===== src/rtl/display_scanner.sv =====
// display_scanner
// ---------------
// Time-multiplexed scan driver for a four-digit seven-segment display.
// A prescaler produces one refresh tick every REFRESH_DIV clocks; on each
// tick the scanner moves to the next digit, places that digit's BCD nibble
// on bin and drives its active-low anode. A whole frame is taken from one
// snapshot of the input, so a frame never mixes two input values.
// Leading-zero blanking, a whole-display blink and the minutes/seconds
// separator dot are applied on the way out.
//
// Ports
//   clk       system clock, rising edge
//   rst       asynchronous, active-high reset
//   digits    four BCD nibbles, [3:0] = digit 0 (rightmost) .. [15:12] = digit 3
//   blank_lz  1 = blank leading zeros on digits 3..1
//   blink     1 = whole display flashes every BLINK_TICKS refresh ticks
//   bin       BCD nibble to the segment decoder (4'hF on a blanked digit)
//   an        anode enables, active-low, an[i] selects digit i
//   dp        separator dot, active-low, lit only while digit 2 is lit
module display_scanner #(
  parameter int unsigned REFRESH_DIV = 100000,
  parameter int unsigned BLINK_TICKS = 250
) (
  input  logic        clk,
  input  logic        rst,
  input  logic [15:0] digits,
  input  logic        blank_lz,
  input  logic        blink,
  output logic [3:0]  bin,
  output logic [3:0]  an,
  output logic        dp
);

  localparam int unsigned PW = $clog2(REFRESH_DIV);
  localparam int unsigned BW = (BLINK_TICKS > 1) ? $clog2(BLINK_TICKS) : 1;
  localparam logic [PW-1:0] PRESC_LAST = PW'(REFRESH_DIV - 1);
  localparam logic [BW-1:0] BLINK_LAST = BW'(BLINK_TICKS - 1);

  logic [PW-1:0] presc_q, presc_d;
  logic [1:0]    idx_q,   idx_d;
  logic [15:0]   snap_q,  snap_d;
  logic          phase_q, phase_d;
  logic [BW-1:0] bcnt_q,  bcnt_d;
  logic [3:0]    bin_q,   bin_d;
  logic [3:0]    an_q,    an_d;
  logic          dp_q,    dp_d;

  logic          tick_s;
  logic [15:0]   frame_s;
  logic [3:0]    blank_s;
  logic [3:0]    nib_s;

  // Blank mask for the four digits of a frame; digit 0 is never blanked.
  function automatic logic [3:0] lz_mask(input logic [15:0] f, input logic en);
    logic b3;
    logic b2;
    logic b1;
    b3 = en & (f[15:12] == 4'd0);
    b2 = b3 & (f[11:8] == 4'd0);
    b1 = b2 & (f[7:4] == 4'd0);
    return {b3, b2, b1, 1'b0};
  endfunction

  // Select nibble i out of a 16-bit frame.
  function automatic logic [3:0] pick_nibble(input logic [15:0] f, input logic [1:0] i);
    logic [3:0] n;
    case (i)
      2'd0:    n = f[3:0];
      2'd1:    n = f[7:4];
      2'd2:    n = f[11:8];
      2'd3:    n = f[15:12];
      default: n = 4'd0;
    endcase
    return n;
  endfunction

  // Next-state logic: prescaler, scan index, snapshot, blink phase, outputs.
  always_comb begin
    presc_d = presc_q;
    idx_d   = idx_q;
    snap_d  = snap_q;
    phase_d = phase_q;
    bcnt_d  = bcnt_q;
    bin_d   = bin_q;
    an_d    = an_q;
    dp_d    = dp_q;

    tick_s  = (presc_q == PRESC_LAST);
    // On the wrap tick the new frame is the live input (which is also what
    // snap is about to load); otherwise the frame is the held snapshot.
    frame_s = (idx_q == 2'd3) ? digits : snap_q;
    blank_s = lz_mask(frame_s, blank_lz);
    nib_s   = pick_nibble(frame_s, idx_q + 2'd1);

    if (tick_s) begin
      presc_d = {PW{1'b0}};
      idx_d   = idx_q + 2'd1;

      if (idx_q == 2'd3) begin
        snap_d = digits;
      end else begin
        snap_d = snap_q;
      end

      if (!blink) begin
        phase_d = 1'b1;
        bcnt_d  = {BW{1'b0}};
      end else if (bcnt_q == BLINK_LAST) begin
        phase_d = ~phase_q;
        bcnt_d  = {BW{1'b0}};
      end else begin
        phase_d = phase_q;
        bcnt_d  = bcnt_q + {{(BW-1){1'b0}}, 1'b1};
      end

      if (blank_s[idx_d]) begin
        bin_d = 4'hF;
      end else begin
        bin_d = nib_s;
      end

      if (blank_s[idx_d] || !phase_d) begin
        an_d = 4'b1111;
      end else begin
        an_d = ~(4'b0001 << idx_d);
      end

      if ((idx_d == 2'd2) && !an_d[2]) begin
        dp_d = 1'b0;
      end else begin
        dp_d = 1'b1;
      end
    end else begin
      presc_d = presc_q + {{(PW-1){1'b0}}, 1'b1};
    end
  end

  // State and output registers with asynchronous reset.
  always_ff @(posedge clk or posedge rst) begin
    if (rst) begin
      presc_q <= {PW{1'b0}};
      idx_q   <= 2'd3;
      snap_q  <= 16'h0000;
      phase_q <= 1'b1;
      bcnt_q  <= {BW{1'b0}};
      bin_q   <= 4'b0000;
      an_q    <= 4'b1111;
      dp_q    <= 1'b1;
    end else begin
      presc_q <= presc_d;
      idx_q   <= idx_d;
      snap_q  <= snap_d;
      phase_q <= phase_d;
      bcnt_q  <= bcnt_d;
      bin_q   <= bin_d;
      an_q    <= an_d;
      dp_q    <= dp_d;
    end
  end

  assign bin = bin_q;
  assign an  = an_q;
  assign dp  = dp_q;

endmodule


===== config.mk =====
export PLATFORM = sky130hd
export DESIGN_NAME = display_scanner
export DESIGN_NICKNAME = d
export VERILOG_FILES = /design/src/rtl/display_scanner.sv
export SDC_FILE = /design/constraint.sdc
export NUM_CORES = 1
export LEC_CHECK = 0
export ABC_AREA = 1
export BUFFER_PORTS_ARGS = -buffer_cell sky130_fd_sc_hd__buf_2
export CORE_ASPECT_RATIO = 1.4
export CORE_MARGIN = 2
export CORE_UTILIZATION = 40
export DETAILED_ROUTE_END_ITERATION = 6
export PLACE_DENSITY = 0.71
export SLEW_MARGIN = 20
export SYNTH_ARGS = -nofsm -noshare
export SYNTH_HDL_FRONTEND = slang
export SYNTH_SLANG_ARGS = --single-unit

===== constraint.sdc =====
create_clock -name clk -period 1.7 [get_ports clk]
set_input_delay 0.34 -clock clk [delete_from_list [all_inputs] [get_ports clk]]
set_output_delay 0.34 -clock clk [all_outputs]
set_load 0.005 [all_outputs]

==> flow_summary.json <==
{
  "synth_compound_area_frac": 0.101,
  "syn_inst": 362,
  "drtAntennaViolNets": 0,
  "nFillCells": 619,
  "clock-root-buffer": "clkbuf_8",
  "relSlewSlack": 0.760,
  "rsz0062_at_grt": "true",
  "grt_first_pass_wirelength_mm": 11.2,
  "synth_top_family_by_area": "simple AND/OR/NAND/NOR gates",
  "synth_edf_count": 0,
  "synth_fa_ha_area_frac": 0.0353,
  "p_per_area_nw_per_um2": 534,
  "area_growth_pct": 26.4,
  "hpwl_mm": 4.97,
  "cts_buffer_depth": 2,
  "grt-ovfl-total": 0,
  "nets": 446,
  "die_area_um2": 7780,
  "drv_slew": 0,
  "drt_pass1_iterations": 4,
  "finalWeightedCongestion": 0.913,
  "antenna_found_initial": 0,
  "power.total_mw": 1.91,
  "cts_tree": "done",
  "dieWidth_um": 75.1,
  "grt_use_total": 0.184,
  "leakage_nw": 1.69,
  "cp.arrival_ns": 1.96,
  "wire_per_inst_um": 13.3,
  "port-buffer-count": 28,
  "start_kind": "flip-flop",
  "synth_largest_area_cell": "dfrtp_1",
  "synth-simple-area-share": 0.300,
  "clk_pin_slew_ns": 0.09,
  "r2r_start": "idx_q[1]",
  "outcome": "finished, violations left",
  "hold_slack_ns": -0.00511,
  "synth_top_area_frac": 0.362,
  "ys.flop_type": "dfrtp_1",
  "ir_worst_vdd_uv": 314,
  "syn-num-nets": 390,
  "violations": "hold timing, setup timing",
  "clk_latency_ns": 0.30,
  "synthMuxAreaShare": 0,
  "drive_above_1_share": 0.348,
  "fmax_ghz": 0.584,
  "fp-row-count": 36,
  "synth_xor_area_frac": 0.0340,
  "critPathRequiredTime_ns": 1.95,
  "hold_buffers": 0,
  "rr_worst_depth": 10,
  "finalSetupViolations": 2,
  "finalWirelength_mm": 6.82,
  "critical_path_class": "reg2reg",
  "num_vias": 2517,
  "ys_seq_elements": 48,
  "critPathCaptureType": "flip-flop",
  "first_global_vias": 2464,
  "hp-class": "in2async",
  "numCtsBuffers": 5,
  "skew_ns": 0.00413,
  "netlist_area_um2": 2830,
  "critPathMaxFanout": 8,
  "insertedDiodeCount": 0,
  "drtIter0Drc": 96,
  "grt_max_degree": 35,
  "die_height_um": 104,
  "yosysUniqueCellTypes": 35,
  "cts_max_level": 2,
  "postLayoutCellArea_um2": 3580,
  "finalCoreUtilization": 0.520,
  "worstSetupEndpoint": "an[0]",
  "r2r_slack_ns": -0.01,
  "yosysWarnings": 0,
  "hold_viol": 5,
  "tightest_slew_ns": 0.360,
  "core_um2": 6890,
  "drc": 0,
  "avgViaCountPerCell": 4.90,
  "drv_cap": 0,
  "timing.rr.end": "an[0]",
  "ys_seq_area_frac": 0.427,
  "pin_count": 29,
  "syn_avg_cell_area_um2": 7.83,
  "period_share": 1.01,
  "startpoint": "idx_q[1]",
  "cts_sinks": 48,
  "start_util": 0.411,
  "min_period_ns": 1.71,
  "async_reset_ff_frac": 1.00,
  "dpl_cell_area_um2": 3230,
  "synthTopCellsByArea": "dfrtp_1 (36%), nand2_1 (12%), dfstp_2 (6.5%), inv_1 (6.0%), nor2_1 (6.0%)",
  "setup_ws_ns": -0.0123
}
==> repair_timing <==
action,CTS,global route
gates resized for setup,6,63
gates cloned,0,1
endpoints found under the setup margin,8,12
endpoints found under the hold margin,0,0
pin swaps,2,13
buffers inserted,0,4
==> critical path: stages (launching register included) <==
cell and delay [ns]:
dfstp_2 0.57, ha_4 0.22, buf_6 0.14, nand2_1 0.09, o21ai_2 0.09, nand3_2 0.10
nand2_2 0.12, nand3_4 0.14, nand3_2 0.11, nand2_1 0.05, inv_1 0.05
==> how the worst min path moves through the flow <==
stage	start	to	slack, ns	cells after the start
3_5_place_dp	rst	bcnt_q[0]	0.33	2
3_3_place_gp	rst	bcnt_q[0]	0.32	2
5_1_grt	rst	presc_q[16]	0.02	2
6_report	rst	bcnt_q[0]	-0.005	2
4_1_cts	rst	bcnt_q[0]	0.003	2
2_1_floorplan	presc_q[0]	presc_q[0]	0.43	1
==> logic make-up (layout without fill, tap and decap cells) <==
group,count (synthesis),in the layout
AOI/OAI and AO/OA,49,49
xor gates and xnor gates,11,11
adders and majority gates,8,8
buffers and inverters,60,117
DFF,48,48
and+or+nand+nor,186,186
==> state kept, by name (all words and copies together) (netlist names) <==
signal	count
snap_q	12
presc_q	17
bin	4
idx_q	2
phase_q	1
bcnt_q	8
an	3
dp	1
==> where the power goes <==
| part | leakage, nW | internal, mW | total [mW] | switching (mW) |
|---|---|---|---|---|
| Combinational | 1.12 | 0.0220 | 0.0598 | 0.0378 |
| Sequential | 0.521 | 1.14 | 1.14 | 0 |
| Clock | 0.0455 | 0.333 | 0.711 | 0.379 |
| Total | 1.69 | 1.50 | 1.91 | 0.416 |
==> layout by cell type (no fill, tap or decap), types with 2 or more instances in the layout <==
master and count:
buf_6 3, nor2_1 40, nand2_2 21, clkbuf_8 6, or2_2 3, clkinv_2 2
dfrtp_1 41, clkbuf_1 2, ha_1 6, xnor2_1 3, nor2_2 6, nor3_1 2
nand2_4 7, nand3_4 3, nor2_4 6, nand2_1 65, a21oi_2 4, buf_2 28
buf_12 3, a21oi_1 7, inv_1 43, dfstp_2 7, nand3_1 17, buf_4 24
o211ai_1 4, o21ai_2 6, nand4_1 7, inv_2 3, a31oi_1 8, o21ai_0 16
nand3_2 7, xor2_1 8
==> cell type report <==
class                      instances  area [µm²]  share of cell area
sequential                        48        1210               0.338
timing repair buffer              59         429               0.120
clock buffer                       8        90.1              0.0252
multi-input combinational        254        1530               0.428
tap                               95         119              0.0332
inverter                          50         200              0.0559
==> through the flow <==
stage | std cells | hold WS [ns] | setup slack (ns) | TNS [ns]
floorplan | 362 | 0.429 | 0.0221 | 0
global placement | 501 | 0.325 | -0.0492 | -0.327
detailed placement | 501 | 0.329 | -0.0827 | -0.571
CTS | 509 | 0.00305 | 0.0136 | 0
global route | 514 | 0.0163 | -0.119 | -0.757
finish | 514 | -0.00511 | -0.0123 | -0.0170
==> cells in the mapped netlist (4+ instances only) <==
cell type and number:
ha_1 8, dfstp_2 7, nor2_1 45, nand3_1 24, o211ai_1 4, a21oi_1 11
o21ai_0 19, nand2_1 89, nand4_1 7, dfrtp_1 41, nor2_4 4, xor2_1 8
buf_6 5, inv_1 45, a31oi_1 8
==> layer usage <==
layer	vias up	track usage	wire, µm
met2	52	0.323	3810
li1	1258	-	-
met1	1188	0.218	2590
met3	19	0.0243	157
met4	0	0.0727	265
met5	-	0	0
Note: power is estimated with default switching activity, not from simulation.
